File: config.mk
export PLATFORM = sky130hd
export DESIGN_NAME = timer_sequencer
export DESIGN_NICKNAME = d
export VERILOG_FILES = /design/src/rtl/timer_sequencer.sv
export SDC_FILE = /design/constraint.sdc
export NUM_CORES = 1
export LEC_CHECK = 0
export CAP_MARGIN = 20
export CORE_ASPECT_RATIO = 1.4
export CORE_MARGIN = 2
export CORE_UTILIZATION = 54
export CTS_BUF_LIST = sky130_fd_sc_hd__clkbuf_8 sky130_fd_sc_hd__clkbuf_16
export DETAILED_ROUTE_END_ITERATION = 7
export PLACE_DENSITY = 0.85
export SLEW_MARGIN = 20
export SYNTH_ARGS = -nofsm -noshare
export SYNTH_HDL_FRONTEND = slang
export SYNTH_SLANG_ARGS = --single-unit
export TNS_END_PERCENT = 100
File: constraint.sdc
create_clock -name CLK -period 4.4 [get_ports CLK]
set_input_delay 0.88 -clock CLK [delete_from_list [all_inputs] [get_ports CLK]]
set_output_delay 0.88 -clock CLK [all_outputs]
set_load 0.1 [all_outputs]
File: src/rtl/timer_sequencer.sv
// Drives a single-interval timer (START/RESET, READY) and counts completed intervals to step a 4-phase traffic light.
// Outputs are decoded from registered state/phase only; a watchdog on READY latches a sticky fail-safe fault.
module timer_sequencer #(
    parameter int RED_CNT   = 4,
    parameter int RA_CNT    = 1,
    parameter int GREEN_CNT = 4,
    parameter int AMBER_CNT = 2,
    parameter int TIMEOUT   = 1024
) (
    input  logic       CLK,
    input  logic       N_RESET,
    input  logic       ENABLE,
    input  logic       TREADY,
    output logic       TSTART,
    output logic       TRESET,
    output logic [1:0] PHASE,
    output logic       RED,
    output logic       AMBER,
    output logic       GREEN,
    output logic       BUSY,
    output logic       FAULT
);
    localparam int MAX_AB  = (RED_CNT > RA_CNT) ? RED_CNT : RA_CNT;
    localparam int MAX_CD  = (GREEN_CNT > AMBER_CNT) ? GREEN_CNT : AMBER_CNT;
    localparam int MAX_LEN = (MAX_AB > MAX_CD) ? MAX_AB : MAX_CD;
    localparam int IW      = (MAX_LEN > 1) ? $clog2(MAX_LEN) : 1;
    localparam int WW      = $clog2(TIMEOUT);

    typedef enum logic [2:0] {S_IDLE, S_ARM, S_WAIT, S_CLEAR, S_FAULT} state_t;

    state_t        r_state;
    state_t        w_next;
    logic [1:0]    r_phase;
    logic [IW-1:0] r_int_cnt;
    logic [IW-1:0] w_last_cnt;
    logic [WW-1:0] r_wait_cnt;
    logic          w_timeout;
    logic          w_phase_done;

    always_comb begin
        w_last_cnt = IW'(RED_CNT - 1);
        case (r_phase)
            2'd0:    w_last_cnt = IW'(RED_CNT - 1);
            2'd1:    w_last_cnt = IW'(RA_CNT - 1);
            2'd2:    w_last_cnt = IW'(GREEN_CNT - 1);
            default: w_last_cnt = IW'(AMBER_CNT - 1);
        endcase
    end

    assign w_timeout    = (r_wait_cnt == WW'(TIMEOUT - 1));
    assign w_phase_done = (r_int_cnt == w_last_cnt);

    always_ff @(posedge CLK or negedge N_RESET) begin
        if (!N_RESET) r_state <= S_IDLE;
        else          r_state <= w_next;
    end

    // READY wins over the watchdog when both land in the same WAIT cycle
    always_comb begin
        w_next = r_state;
        case (r_state)
            S_IDLE:  if (ENABLE) w_next = S_ARM;
            S_ARM:   w_next = S_WAIT;
            S_WAIT: begin
                if (TREADY)         w_next = S_CLEAR;
                else if (w_timeout) w_next = S_FAULT;
            end
            S_CLEAR: w_next = ENABLE ? S_ARM : S_IDLE;
            S_FAULT: w_next = S_FAULT;
            default: w_next = S_IDLE;
        endcase
    end

    always_ff @(posedge CLK or negedge N_RESET) begin
        if (!N_RESET) begin
            r_phase    <= 2'd0;
            r_int_cnt  <= '0;
            r_wait_cnt <= '0;
        end else begin
            case (r_state)
                S_ARM: r_wait_cnt <= '0;
                S_WAIT: if (!TREADY && !w_timeout) r_wait_cnt <= r_wait_cnt + WW'(1);
                S_CLEAR: begin
                    if (w_phase_done) begin
                        r_int_cnt <= '0;
                        r_phase   <= r_phase + 2'd1;
                    end else begin
                        r_int_cnt <= r_int_cnt + IW'(1);
                    end
                end
                default: ;
            endcase
        end
    end

    assign PHASE = r_phase;

    always_comb begin
        TSTART = 1'b0;
        TRESET = 1'b0;
        BUSY   = 1'b0;
        FAULT  = 1'b0;
        RED    = (r_phase == 2'd0) || (r_phase == 2'd1);
        AMBER  = (r_phase == 2'd1) || (r_phase == 2'd3);
        GREEN  = (r_phase == 2'd2);
        case (r_state)
            S_IDLE:  TRESET = 1'b1;
            S_ARM: begin
                TSTART = 1'b1;
                BUSY   = 1'b1;
            end
            S_WAIT:  BUSY = 1'b1;
            S_CLEAR: begin
                TRESET = 1'b1;
                BUSY   = 1'b1;
            end
            S_FAULT: begin
                FAULT  = 1'b1;
                TRESET = 1'b1;
                RED    = 1'b1;
                AMBER  = 1'b0;
                GREEN  = 1'b0;
            end
            default: ;
        endcase
    end
endmodule

==> impl_metrics.ini <==
[run_status]
status = completed

[clock_tree]
cts_resized = 0
cts_buffers = 3
clk_pin_slew_ns = 0.06
clockRootBuffer = clkbuf_8
clkLatencyLatePin_ns = 0.26
cts.path.max_buffers = 2
cts_tree = built
cts.sinks = 17
cts_setup_buffers = 0
htreeDepth = 1
cts_hold_buf = 0

[timing]
timing.final.crit_period_ns = 3.22
fin_skew_ns = 0.00235
worst_pin_slew_ns = 0.964
min_period_over_period = 0.731
max_clock_freq_mhz = 311
tns_ns = 0
maxSlewHeadroom = 0.355
maxSlewViolCount = 0
rsz0062_at_grt = false
hold_viol = 0
finalSetupViolations = 0

[setup_path]
cp_max_fo = 9
critical_path_required_ns = 3.52
worst-path-buf-inv = 1
cp-start-kind = flop
slowest_delay_ns = 1.12
arrival_ns = 2.34
crit_chain = nor2_1 -> and2_1 -> or3_1 -> clkdlybuf4s50_1
crit_type = flop to primary output
cpMaxStageDelayCell = clkdlybuf4s50_1
crit_family = buffers and inverters
endpoint_kind = primary output

[routing]
top_layer = met4
wirelength_mm = 2.01
dr.pass1.iters = 4
via_per_inst = 5.94
wire_per_inst_um = 14.2
wl_met3_um = 51
wl_met2_mm = 1.12
via_count = 843
ant_nets = 0
drt_iter0_drc = 14
met1Wirelength_um = 796
drc_errors = 0

[synthesis]
yosys_warnings = 0
seq_area_frac_synth = 0.417
synthDistinctLibCells = 34
synth-seq-cells = 17
syn_inst = 109
synthesis.area_um2 = 1020
synth.avg_cell_area_um2 = 9.36
syn-num-nets = 118

[floorplanning]
dieArea_um2 = 2260
coreArea_um2 = 1780
rows = 18
fp.dieH_um = 55.4
die_w_um = 40.7
initial_core_util = 0.573
ios = 13

[pwr]
p_comb_frac = 0.022
p_int_mw = 0.222
power_density_nw_per_um2 = 233
clkPwrFrac = 0.418
p_seq_frac = 0.560
p_sw_frac = 0.206
power.switching_mw = 0.0574
ir_drop_mv = 0.175
p_leak_nw = 0.535

[place]
dp.cells = 138
dpl.hpwl_mm = 1.57
place.gp.congestion = 0.815
port_buffers = 12

[grt]
grt_max_degree = 18
grt_pass1_vias = 843
antenna_found_initial = 0
grt_use_total = 0.220
grt.overflow.total = 0
grt_first_pass_wirelength_mm = 3.48

[cells_and_area]
fillers = 149
drive_gt1_frac = 0.0820
area_delta_synth_final_pct = 17.7
fin_cells = 142
fin_nets = 132
diodes = 0

[job]
maxCapViolCount = 0

[min_path]
holdCritPathClass = flop to flop
## worst register-to-register path, cell delays in order, from the launching register on
cell and delay, ns:
dfrtp_1 0.45, ha_1 0.24, and3_1 0.27, nand4_4 0.17, or4b_1 0.50, a21oi_1 0.17
## final cells by class
cell class / count / area, um^2 / share of cell area
Inverter: 6 / 22.5 / 0.0188
Tap cell: 20 / 25.0 / 0.0209
Timing Repair Buffer: 13 / 128 / 0.106
Multi-Input combinational cell: 82 / 553 / 0.461
Sequential cell: 17 / 425 / 0.355
Clock inverter: 1 / 5.00 / 0.00417
Clock buffer: 3 / 41.3 / 0.0344
## cells in the final DEF, fill, tap and decap left out, types with 2 or more instances in the layout
cell type | synthesis | final
dfrtp_1 | 17 | 17
nor2_1 | 12 | 12
clkdlybuf4s50_1 | 0 | 12
inv_1 | 6 | 6
nand2_1 | 6 | 6
a21oi_1 | 5 | 5
xnor2_1 | 5 | 5
nor3_1 | 5 | 5
nand3_1 | 5 | 5
a31oi_1 | 5 | 5
ha_1 | 5 | 5
and3_1 | 4 | 4
o21ai_0 | 3 | 3
a211o_1 | 3 | 3
clkbuf_8 | 0 | 3
nor3b_1 | 2 | 2
nor2b_1 | 2 | 2
nand2b_1 | 2 | 2
or4b_1 | 2 | 2
nand4_1 | 2 | 2
o211ai_1 | 2 | 2
## metrics by stage
stage / hold WS (ns) / util / cell area, um^2 / total power [mW] / setup WS, ns
after floorplan: 0.451 / - / 1020 / 0.160 / 0.717
after global placement: 0.480 / 0.648 / 1150 / 0.166 / 1.51
after detailed placement: 0.486 / 0.648 / 1150 / 0.166 / 1.45
after CTS: 0.491 / 0.674 / 1200 / 0.281 / 1.18
after global routing: 0.529 / 0.674 / 1200 / 0.288 / 1.09
final: 0.491 / 0.674 / 1200 / 0.279 / 1.18
## routing by layer
layer  up-vias  global-route usage
met3         5              0.0241
li1        413                   -
met4         0               0.100
met2        16               0.390
met1       409               0.235
met5         -                   0
## logic make-up (layout without fill, tap and decap cells)
| family | Yosys count | count (layout) | synth area share |
|---|---|---|---|
| AND/OR/NAND/NOR | 49 | 49 | 0.281 |
| XOR/XNOR | 6 | 6 | 0.0515 |
| AO/OA/AOI/OAI | 20 | 20 | 0.128 |
| flip-flops | 17 | 17 | 0.417 |
| adder cells (fa/ha/maj) | 5 | 5 | 0.0613 |
| multiplexers | 2 | 2 | 0.0209 |
| buffers and inverters | 10 | 23 | 0.0405 |
## power groups by stage
stage | clock network (mW) | registers (mW) | logic [mW]
global route | 0.125 | 0.156 | 0.00709
global placement | 0 | 0.159 | 0.00640
floorplan | 0 | 0.159 | 0.000273
finish | 0.117 | 0.156 | 0.00625
CTS | 0.118 | 0.156 | 0.00648
detailed placement | 0 | 0.159 | 0.00649
## state kept, by name (all words and copies together), names as in the netlist
register    cells
r_wait_cnt     10
r_state         3
PHASE           2
r_int_cnt       2
## Yosys cell counts
library cell,count,share of area
and3_1,4,0.025
nor2_1,12,0.044
nor2b_1,2,0.012
nand4_4,1,0.021
and4_4,1,0.011
xnor2_1,5,0.043
nand4_1,2,0.012
and4_1,1,0.0086
nor3_1,5,0.025
nor3b_1,2,0.015
o211ai_1,2,0.015
a21o_2,1,0.0086
or3_1,1,0.0061
nand2b_1,2,0.012
or4b_1,2,0.020
xor2_1,1,0.0086
nand2_1,6,0.022
clkbuf_2,1,0.0049
mux2i_1,1,0.0098
and2_1,1,0.0061
nor3_2,1,0.0098
a31oi_1,5,0.031
a21oi_1,5,0.025
nand3b_1,1,0.0074
o21ai_0,3,0.015
a22o_1,1,0.0086
dfrtp_1,17,0.42
clkbuf_1,1,0.0037
buf_2,2,0.0098
ha_1,5,0.061
a211o_1,3,0.026
inv_1,6,0.022
mux2_2,1,0.011
nand3_1,5,0.025
## path summary, 6_finish.rpt
path                                    start            end  slack [ns]  cells after the start
worst max-delay path               r_state[0]            RED        1.18                      4
worst min-delay path            r_wait_cnt[7]  r_wait_cnt[7]        0.49                      1
worst max register to register  r_wait_cnt[0]     r_state[2]        2.52                      5
worst min register to register  r_wait_cnt[7]  r_wait_cnt[7]        0.49                      1
max in group asynchronous             N_RESET       PHASE[1]        2.85                      1
min in group asynchronous             N_RESET  r_wait_cnt[2]        1.07                      1
Note: power is estimated with default switching activity, not from simulation.
